File: config.mk
export PLATFORM = sky130hd
export DESIGN_NAME = riio_bias_ctrl
export DESIGN_NICKNAME = d
export VERILOG_FILES = /design/src/rtl/riio_bias_ctrl.sv
export SDC_FILE = /design/constraint.sdc
export NUM_CORES = 1
export LEC_CHECK = 0
export ABC_AREA = 1
export CORE_UTILIZATION = 51
export CTS_CLUSTER_DIAMETER = 60
export DETAILED_ROUTE_END_ITERATION = 7
export GPL_TIMING_DRIVEN = 0
export PLACE_DENSITY = 0.79
export RECOVER_POWER = 100
export SLEW_MARGIN = 5
export SYNTH_ARGS = -nofsm -noshare
export SYNTH_HDL_FRONTEND = slang
export SYNTH_SLANG_ARGS = --single-unit
File: constraint.sdc
create_clock -name CLK_I -period 1.97 [get_ports CLK_I]
set_input_delay 0.394 -clock CLK_I [delete_from_list [all_inputs] [get_ports CLK_I]]
set_output_delay 0.394 -clock CLK_I [all_outputs]
set_load 0.02 [all_outputs]
File: src/rtl/riio_bias_ctrl.sv
// Power-up sequencer and health supervisor for the EG1D80V bandgap/bias cell.
// Optional macro BIAS_CTRL_AUTO_RETRY_EN: retry SETTLE timeouts up to 3 times before FAULT.
//
// state   | meaning
// IDLE    | cell off, trims follow config, wait for a request
// STARTUP | startup pulse high, counting STARTUP_CYC cycles
// SETTLE  | waiting up to SETTLE_CYC cycles for synchronised valid
// ON      | bias up, enables and trims follow the core
// FAULT   | timeout or valid lost, held until CLR_FAULT_I
module riio_bias_ctrl #(
    parameter int STARTUP_CYC = 64,
    parameter int SETTLE_CYC  = 1024
) (
    input  logic       CLK_I,
    input  logic       RST_I,
    input  logic       REQ_IBIAS_I,
    input  logic       REQ_VBIAS_I,
    input  logic [4:0] TRIM_IBIAS_CFG_I,
    input  logic [3:0] TRIM_VBIAS_CFG_I,
    input  logic       CLR_FAULT_I,
    input  logic       BG_VALID_I,
    output logic       EN_IBIAS_O,
    output logic       EN_VBIAS_O,
    output logic       BG_STARTUP_O,
    output logic [4:0] TRIM_IBIAS_O,
    output logic [3:0] TRIM_VBIAS_O,
    output logic       READY_O,
    output logic       FAULT_O,
    output logic [2:0] STATE_O
);

    localparam int MAX_CYC = (STARTUP_CYC > SETTLE_CYC) ? STARTUP_CYC : SETTLE_CYC;
    localparam int CNT_W   = (MAX_CYC > 1) ? $clog2(MAX_CYC) : 1;
    localparam logic [CNT_W-1:0] STARTUP_LOAD = CNT_W'(STARTUP_CYC - 1);
    localparam logic [CNT_W-1:0] SETTLE_LOAD  = CNT_W'(SETTLE_CYC - 1);

    typedef enum logic [2:0] {
        IDLE    = 3'd0,
        STARTUP = 3'd1,
        SETTLE  = 3'd2,
        ON      = 3'd3,
        FAULT   = 3'd4
    } state_t;

    state_t           state, stateNext;
    logic [CNT_W-1:0] cnt, cntNext;
    logic             vsyncMeta, vsync;
    logic             reqAny;
    logic             enIbiasNext, enVbiasNext, startupNext, readyNext, faultNext;
    logic [4:0]       trimIbiasNext;
    logic [3:0]       trimVbiasNext;
`ifdef BIAS_CTRL_AUTO_RETRY_EN
    logic [1:0]       retryCnt, retryNext;
`endif

    assign reqAny  = REQ_IBIAS_I | REQ_VBIAS_I;
    assign STATE_O = state;

    always_ff @(posedge CLK_I or posedge RST_I) begin
        if (RST_I) begin
            vsyncMeta <= 1'b0;
            vsync     <= 1'b0;
        end else begin
            vsyncMeta <= BG_VALID_I;
            vsync     <= vsyncMeta;
        end
    end

    always_ff @(posedge CLK_I or posedge RST_I) begin
        if (RST_I) begin
            state        <= IDLE;
            cnt          <= '0;
            EN_IBIAS_O   <= 1'b0;
            EN_VBIAS_O   <= 1'b0;
            BG_STARTUP_O <= 1'b0;
            TRIM_IBIAS_O <= '0;
            TRIM_VBIAS_O <= '0;
            READY_O      <= 1'b0;
            FAULT_O      <= 1'b0;
`ifdef BIAS_CTRL_AUTO_RETRY_EN
            retryCnt     <= '0;
`endif
        end else begin
            state        <= stateNext;
            cnt          <= cntNext;
            EN_IBIAS_O   <= enIbiasNext;
            EN_VBIAS_O   <= enVbiasNext;
            BG_STARTUP_O <= startupNext;
            TRIM_IBIAS_O <= trimIbiasNext;
            TRIM_VBIAS_O <= trimVbiasNext;
            READY_O      <= readyNext;
            FAULT_O      <= faultNext;
`ifdef BIAS_CTRL_AUTO_RETRY_EN
            retryCnt     <= retryNext;
`endif
        end
    end

    always_comb begin
        stateNext     = state;
        cntNext       = cnt;
        enIbiasNext   = EN_IBIAS_O;
        enVbiasNext   = EN_VBIAS_O;
        startupNext   = BG_STARTUP_O;
        trimIbiasNext = TRIM_IBIAS_O;
        trimVbiasNext = TRIM_VBIAS_O;
        readyNext     = READY_O;
        faultNext     = FAULT_O;
`ifdef BIAS_CTRL_AUTO_RETRY_EN
        retryNext     = retryCnt;
`endif

        case (state)
            IDLE: begin
                enIbiasNext   = 1'b0;
                enVbiasNext   = 1'b0;
                startupNext   = 1'b0;
                readyNext     = 1'b0;
                faultNext     = 1'b0;
                trimIbiasNext = TRIM_IBIAS_CFG_I;
                trimVbiasNext = TRIM_VBIAS_CFG_I;
`ifdef BIAS_CTRL_AUTO_RETRY_EN
                retryNext     = '0;
`endif
                if (reqAny) begin
                    enIbiasNext = REQ_IBIAS_I;
                    enVbiasNext = REQ_VBIAS_I;
                    startupNext = 1'b1;
                    cntNext     = STARTUP_LOAD;
                    stateNext   = STARTUP;
                end
            end
            STARTUP: begin
                if (cnt == '0) begin
                    startupNext = 1'b0;
                    cntNext     = SETTLE_LOAD;
                    stateNext   = SETTLE;
                end else begin
                    cntNext = cnt - 1'b1;
                end
            end
            SETTLE: begin
                // A valid flag arriving on the last count still wins over timeout.
                if (vsync) begin
                    readyNext = 1'b1;
                    stateNext = ON;
`ifdef BIAS_CTRL_AUTO_RETRY_EN
                    retryNext = '0;
`endif
                end else if (cnt == '0) begin
`ifdef BIAS_CTRL_AUTO_RETRY_EN
                    if (retryCnt != 2'd3) begin
                        retryNext   = retryCnt + 2'd1;
                        startupNext = 1'b1;
                        cntNext     = STARTUP_LOAD;
                        stateNext   = STARTUP;
                    end else begin
                        enIbiasNext = 1'b0;
                        enVbiasNext = 1'b0;
                        startupNext = 1'b0;
                        readyNext   = 1'b0;
                        faultNext   = 1'b1;
                        stateNext   = FAULT;
                    end
`else
                    enIbiasNext = 1'b0;
                    enVbiasNext = 1'b0;
                    startupNext = 1'b0;
                    readyNext   = 1'b0;
                    faultNext   = 1'b1;
                    stateNext   = FAULT;
`endif
                end else begin
                    cntNext = cnt - 1'b1;
                end
            end
            ON: begin
                trimIbiasNext = TRIM_IBIAS_CFG_I;
                trimVbiasNext = TRIM_VBIAS_CFG_I;
                if (!vsync) begin
                    enIbiasNext = 1'b0;
                    enVbiasNext = 1'b0;
                    readyNext   = 1'b0;
                    faultNext   = 1'b1;
                    stateNext   = FAULT;
                end else begin
                    enIbiasNext = REQ_IBIAS_I;
                    enVbiasNext = REQ_VBIAS_I;
                end
            end
            FAULT: begin
                enIbiasNext = 1'b0;
                enVbiasNext = 1'b0;
                startupNext = 1'b0;
                readyNext   = 1'b0;
                faultNext   = 1'b1;
                if (CLR_FAULT_I) begin
                    faultNext = 1'b0;
                    stateNext = IDLE;
                end
            end
            default: begin
                enIbiasNext   = 1'b0;
                enVbiasNext   = 1'b0;
                startupNext   = 1'b0;
                trimIbiasNext = '0;
                trimVbiasNext = '0;
                readyNext     = 1'b0;
                faultNext     = 1'b0;
                cntNext       = '0;
                stateNext     = IDLE;
            end
        endcase

        // Dropping every request abandons the sequence outright, whatever else happened.
        if ((state == STARTUP || state == SETTLE || state == ON) && !reqAny) begin
            enIbiasNext   = 1'b0;
            enVbiasNext   = 1'b0;
            startupNext   = 1'b0;
            trimIbiasNext = '0;
            trimVbiasNext = '0;
            readyNext     = 1'b0;
            faultNext     = 1'b0;
            cntNext       = '0;
            stateNext     = IDLE;
        end
    end

endmodule
==> run_results.csv, run 1 <==
group,metric,value,unit
min_path,hp-class,"reg2reg",
power_and_ir_drop,clkPwrFrac,0.101,
logic_synthesis,syn_avg_cell_area,7.61,µm²
global_route,grt_pass1_wl,5.53,mm
worst_setup_path,r2r_cells,9,
min_path,hold_path_depth,0,
sta,rsz0062_at_grt,"no",
worst_setup_path,r2r_setup_slack,0.22,ns
clock_tree,clock_sinks,29,
worst_setup_path,cp_cell_sequence,"clkdlybuf4s50_1",
power_and_ir_drop,p_seq_frac,0.302,
worst_setup_path,critPathBufInv,1,
clock_tree,cts_buffer_depth,2,
global_route,grt_max_degree,30,
logic_synthesis,synthArstFlopShare,1.00,
logic_synthesis,yosys_warnings,0,
route,routedWlPerCell,11.1,µm
worst_setup_path,arrival,1.45,ns
die,std_cell_rows,20,
worst_setup_path,critPathMaxStageDelay,0.65,ns
placement,place_congestion,0.827,
global_route,grt.overflow.total,0,
route,drc,0,
worst_setup_path,cp_data_required_time,1.58,ns
sta,max_slew_margin,0.284,
route,via_count,1441,
sta,setup_slack,0.125,ns
final_layout,fillers,256,
logic_synthesis,synth_cells,213,
clock_tree,hold_buffers,0,
status,outcome,"completed",
power_and_ir_drop,p_sw_frac,0.496,
clock_tree,tritoncts,"built",
power_and_ir_drop,switchingPower,1740,µW
logic_synthesis,ys_seq_elements,29,
worst_setup_path,crit_path_max_fanout,4,
logic_synthesis,synth_fp_nets,229,
final_layout,drive_gt1_frac,0.123,
sta,finalHoldWorstSlack,0.361,ns
sta,max_clock_freq,542,MHz
route,ant_nets,0,
route,viasPerCell,4.87,
flow_run,drv_cap,0,
worst_setup_path,path_depth,1,
placement,pre_cts_ws,0.0860,ns
route,drt_iter0_markers,61,
clock_tree,cts_made_buffers,5,
logic_synthesis,synth_edf_count,0,
die,io_pins,32,
worst_setup_path,crit_type,"reg2out",
global_route,first_global_vias,1255,
sta,fin_crit,1.84,ns
worst_setup_path,startpoint_type,"flop",
worst_setup_path,critPathTopFamily,"buffers and inverters",
power_and_ir_drop,p_leak,0.00105,µW
placement,port_buffers,31,
power_and_ir_drop,p_comb_frac,0.598,
power_and_ir_drop,cell_internal_pwr,1770,µW
die,dieHeight,58.4,µm
final_layout,synthToLayoutAreaGrowth,24.7,%
final_layout,fin_util,0.667,
final_layout,final_common_cell,"nand2_1",
worst_setup_path,cpMaxStageDelayCell,"clkdlybuf4s50_1",
sta,worst_pin_slew,1.07,ns
sta,setup_viol,0,
logic_synthesis,synth_area,1620,µm²
logic_synthesis,synth.distinct_cells,24,
logic_synthesis,synthFlopType,"dfrtp_1",
clock_tree,ctsResizeCount,0,
clock_tree,htree_levels,2,
placement,place_hpwl,2.44,mm
global_route,grt_use_total,0.216,
clock_tree,cts.clk_slew.worst_paths,0.09,ns
sta,slew_viol_final,0,
worst_setup_path,endpoint_kind,"output port",
route,dr.pass1.iters,4,
final_layout,final_cell_mix,"nand2_1, dfrtp_1, nor2_1, o21ai_0, dlygate4sd3_1",
final_layout,final_nets,267,
clock_tree,clock_tree.root_cell,"clkbuf_4",
route,wirelength,3.27,mm
die,coreArea,3030,µm²
global_route,antenna_found_initial,0,
sta,hold_violations,0,
power_and_ir_drop,p_per_area,1740,nW/µm²
final_layout,antenna_cells,0,
sta,tns,0,ns
clock_tree,clock_latency,0.34,ns
power_and_ir_drop,ir_worst_vdd,0.898,mV
sta,finClkSkew,0.00997,ns
die,initial_core_util,0.535,
logic_synthesis,ys_seq_area_frac,0.448,
die,dieArea,3410,µm²
clock_tree,cts_setup_buffers,0,
die,fp.dieW,58.4,µm
sta,period_share,0.936,
[state kept, by name, indices dropped and copies added (netlist names)]
| name | cells |
|---|---|
| READY_O | 1 |
| STATE_O | 3 |
| vsyncMeta | 1 |
| vsync | 1 |
| FAULT_O | 1 |
| TRIM_IBIAS_O | 5 |
| EN_IBIAS_O | 1 |
| EN_VBIAS_O | 1 |
| cnt | 10 |
| BG_STARTUP_O | 1 |
| TRIM_VBIAS_O | 4 |
[power groups by stage]
stage | combinational [µW] | sequential, µW | clock, µW
finish | 2100 | 1060 | 353
global route | 2380 | 1090 | 389
CTS | 2200 | 1070 | 365
detailed placement | 2190 | 1080 | 0
global placement | 2150 | 1070 | 0
floorplan | 1410 | 1220 | 0
[Yosys cell counts (2+ instances only)]
cell / n / area [µm²]
nand2_2: 5 / 31.3
nand3_1: 12 / 60.1
nor2_4: 5 / 56.3
dfrtp_1: 29 / 726
xor2_1: 4 / 35.0
nor2_2: 4 / 25.0
inv_2: 6 / 22.5
o21ai_0: 15 / 75.1
nand2_1: 82 / 308
o21ai_1: 3 / 15.0
nand3_2: 3 / 30.0
nand4_1: 2 / 12.5
xnor2_1: 2 / 17.5
inv_1: 14 / 52.6
nor2_1: 17 / 63.8
o211ai_1: 2 / 15.0
[cell type report]
| class | instances | area, µm² | area share |
|---|---|---|---|
| Multi-Input combinational cell | 162 | 783 | 0.388 |
| Sequential cell | 29 | 726 | 0.359 |
| Timing Repair Buffer | 31 | 310 | 0.154 |
| Inverter | 20 | 75.1 | 0.0372 |
| Tap cell | 44 | 55.1 | 0.0272 |
| Clock buffer | 5 | 37.5 | 0.0186 |
| Clock inverter | 3 | 17.5 | 0.00867 |
| Buffer | 2 | 16.3 | 0.00805 |
[per-layer routing]
layer	part of all wire	GRT usage	up-vias
met5	0	0	-
met4	0.016	0.0816	0
met3	0.041	0.0725	7
met2	0.45	0.337	26
met1	0.49	0.283	663
li1	-	-	745
[path summary, 6_finish.rpt]
check,startpoint,to
worst max-delay path,STATE_O[2]$_DFFE_PP0P_,STATE_O[2]
worst min-delay path,vsyncMeta$_DFF_PP0_,vsync$_DFF_PP0_
worst max register to register,cnt[0]$_DFFE_PP0P_,cnt[6]$_DFFE_PP0P_
worst min register to register,vsyncMeta$_DFF_PP0_,vsync$_DFF_PP0_
max in group asynchronous,RST_I,READY_O$_DFFE_PP0P_
min in group asynchronous,RST_I,TRIM_VBIAS_O[1]$_DFFE_PP0P_
[per-stage QoR]
step           instance area (µm²)  std cells  total power, µW
6_report                      2020        296             3510
3_5_place_dp                  1990        288             3270
4_1_cts                       2040        296             3630
2_1_floorplan                 1620        213             2620
5_1_grt                       2020        296             3860
3_3_place_gp                  1990        288             3220
[logic make-up after synthesis]
kind of cell    synth area share
xor+xnor                  0.0324
simple gates               0.383
buf+inv                   0.0564
flops                      0.448
compound gates            0.0726
fa+ha+maj                0.00772
No activity file was read; power rests on OpenSTA's default activity.
==> run 2, diff against run 1 <==
--- a/config.mk
+++ b/config.mk
@@ -8,6 +8,7 @@
 export ABC_AREA = 1
 export CORE_UTILIZATION = 51
 export CTS_CLUSTER_DIAMETER = 60
+export CTS_CLUSTER_SIZE = 30
 export DETAILED_ROUTE_END_ITERATION = 7
 export GPL_TIMING_DRIVEN = 0
 export PLACE_DENSITY = 0.79
==> results of run 2 <==
The final DEF is identical to that of run 1; final timing and power are the same.
==> run 3, diff against run 2 <==
--- a/config.mk
+++ b/config.mk
@@ -6,6 +6,7 @@
 export NUM_CORES = 1
 export LEC_CHECK = 0
 export ABC_AREA = 1
+export CAP_MARGIN = 30
 export CORE_UTILIZATION = 51
 export CTS_CLUSTER_DIAMETER = 60
 export CTS_CLUSTER_SIZE = 30
==> run 3 against run 2 <==
Effect of this change: highest routed layer unchanged; largest power group unchanged; sequential cell count stayed put; power is 0.23% lower; count of clock-buffer cells in the layout stayed put; critical path depth stayed put; global-route usage is 0.46 points higher; fmax hardly changed; sequential power hardly changed.
==> run_results.csv, run 3 (synthesized netlist as in run 1, its figures left out) <==
group,metric,value,unit
final_layout,largest_reg_flops,10,
final_layout,regMostFlops,"cnt",
route,drt_iter0_markers,73,
die,dieArea,3410,µm²
power_and_ir_drop,power,3500,µW
sta,tns,0,ns
worst_setup_path,endpoint_kind,"output port",
flow_run,drv_cap,0,
die,fp.dieW,58.4,µm
final_layout,final_cell_mix,"nand2_1, dfrtp_1, nor2_1, o21ai_0, dlygate4sd3_1",
final_layout,final_common_cell,"nand2_1",
global_route,first_global_vias,1290,
final_layout,final_nets,268,
sta,setup_slack,0.124,ns
worst_setup_path,arrival,1.45,ns
clock_tree,cts.clk_slew.worst_paths,0.09,ns
worst_setup_path,crit_type,"reg2out",
global_route,grt.overflow.total,0,
worst_setup_path,cpMaxStageDelayCell,"clkdlybuf4s50_1",
sta,hold_violations,0,
sta,worst_pin_slew,0.786,ns
route,dr.pass1.iters,4,
placement,pre_cts_ws,0.0778,ns
route,drc,0,
worst_setup_path,critPathTopFamily,"buffers and inverters",
placement,place_congestion,0.827,
die,initial_core_util,0.535,
final_layout,fin_area,2030,µm²
global_route,grt_max_degree,19,
global_route,antenna_found_initial,0,
clock_tree,cts_setup_buffers,0,
worst_setup_path,cp_data_required_time,1.58,ns
clock_tree,hold_buffers,0,
route,routedWlPerCell,11.0,µm
clock_tree,clock_latency,0.34,ns
min_path,hp-class,"reg2reg",
worst_setup_path,critPathBufInv,1,
final_layout,antenna_cells,0,
sta,finClkSkew,0.00740,ns
status,outcome,"completed",
power_and_ir_drop,ir_worst_vdd,0.961,mV
final_layout,synthToLayoutAreaGrowth,25.5,%
clock_tree,cts_buffer_depth,2,
sta,max_slew_margin,0.476,
worst_setup_path,crit_path_max_fanout,6,
placement,port_buffers,31,
route,ant_nets,0,
worst_setup_path,startpoint_type,"flop",
worst_setup_path,cp_cell_sequence,"clkdlybuf4s50_1",
route,viasPerCell,4.87,
placement,place_hpwl,2.48,mm
die,dieHeight,58.4,µm
final_layout,reg_top3,"cnt (10), TRIM_IBIAS_O (5), TRIM_VBIAS_O (4)",
global_route,grt_pass1_wl,5.69,mm
sta,period_share,0.937,
die,std_cell_rows,20,
route,via_count,1446,
placement,dpl_cell_area,2010,µm²
clock_tree,clock_sinks,29,
sta,max_clock_freq,542,MHz
clock_tree,clock_tree.root_cell,"clkbuf_4",
sta,setup_viol,0,
worst_setup_path,critPathMaxStageDelay,0.65,ns
clock_tree,cts_made_buffers,5,
die,io_pins,32,
clock_tree,htree_levels,2,
clock_tree,tritoncts,"built",
power_and_ir_drop,p_per_area,1720,nW/µm²
die,coreArea,3030,µm²
sta,slew_viol_final,0,
clock_tree,ctsResizeCount,0,
sta,rsz0062_at_grt,"no",
global_route,grt_use_total,0.221,
route,wirelength,3.27,mm
power_and_ir_drop,p_leak,0.00107,µW
final_layout,drive_gt1_frac,0.119,
sta,fin_crit,1.85,ns
run 3: layer usage:
metal | share of wire | vias to the layer above | track usage
met5 | 0 | - | 0
met4 | 0.017 | 0 | 0.0918
met3 | 0.041 | 5 | 0.0527
met2 | 0.46 | 36 | 0.338
met1 | 0.48 | 662 | 0.304
li1 | - | 743 | -
run 3: where the power goes:
group	switching, µW	internal [µW]	total, µW
combinational	1300	786	2080
clock	221	134	355
sequential	214	848	1060
total	1730	1770	3500
run 3: stage by stage:
step / cells / hold slack, ns / utilization
after global routing: 297 / 0.369 / 0.671
after CTS: 297 / 0.369 / 0.683
after detailed placement: 289 / 0.346 / 0.665
final: 297 / 0.364 / 0.671
after global placement: 288 / 0.335 / 0.656
after floorplan: 213 / 0.331 / -
run 3: final cells by class:
class                   count  area, µm²
plain buffers               2       16.3
clock buffers               5       37.5
clock inverters             3       17.5
fillers                   257        995
inverters                  20       75.1
multi-input cells         162        783
flip-flops and latches     29        726
well taps                  44       55.1
repair buffers             32        323
run 3: worst paths after layout:
check | startpoint | slack [ns] | depth (start not counted) | end
min in group asynchronous | RST_I | 0.49 | 2 | cnt[3]$_DFFE_PP0P_
max | STATE_O[0]$_DFFE_PP0P_ | 0.12 | 1 | STATE_O[0]
min reg2reg | vsyncMeta$_DFF_PP0_ | 0.36 | 0 | vsync$_DFF_PP0_
max in group asynchronous | RST_I | 0.32 | 3 | STATE_O[2]$_DFFE_PP0P_
max reg2reg | cnt[0]$_DFFE_PP0P_ | 0.25 | 9 | cnt[0]$_DFFE_PP0P_
min | vsyncMeta$_DFF_PP0_ | 0.36 | 0 | vsync$_DFF_PP0_
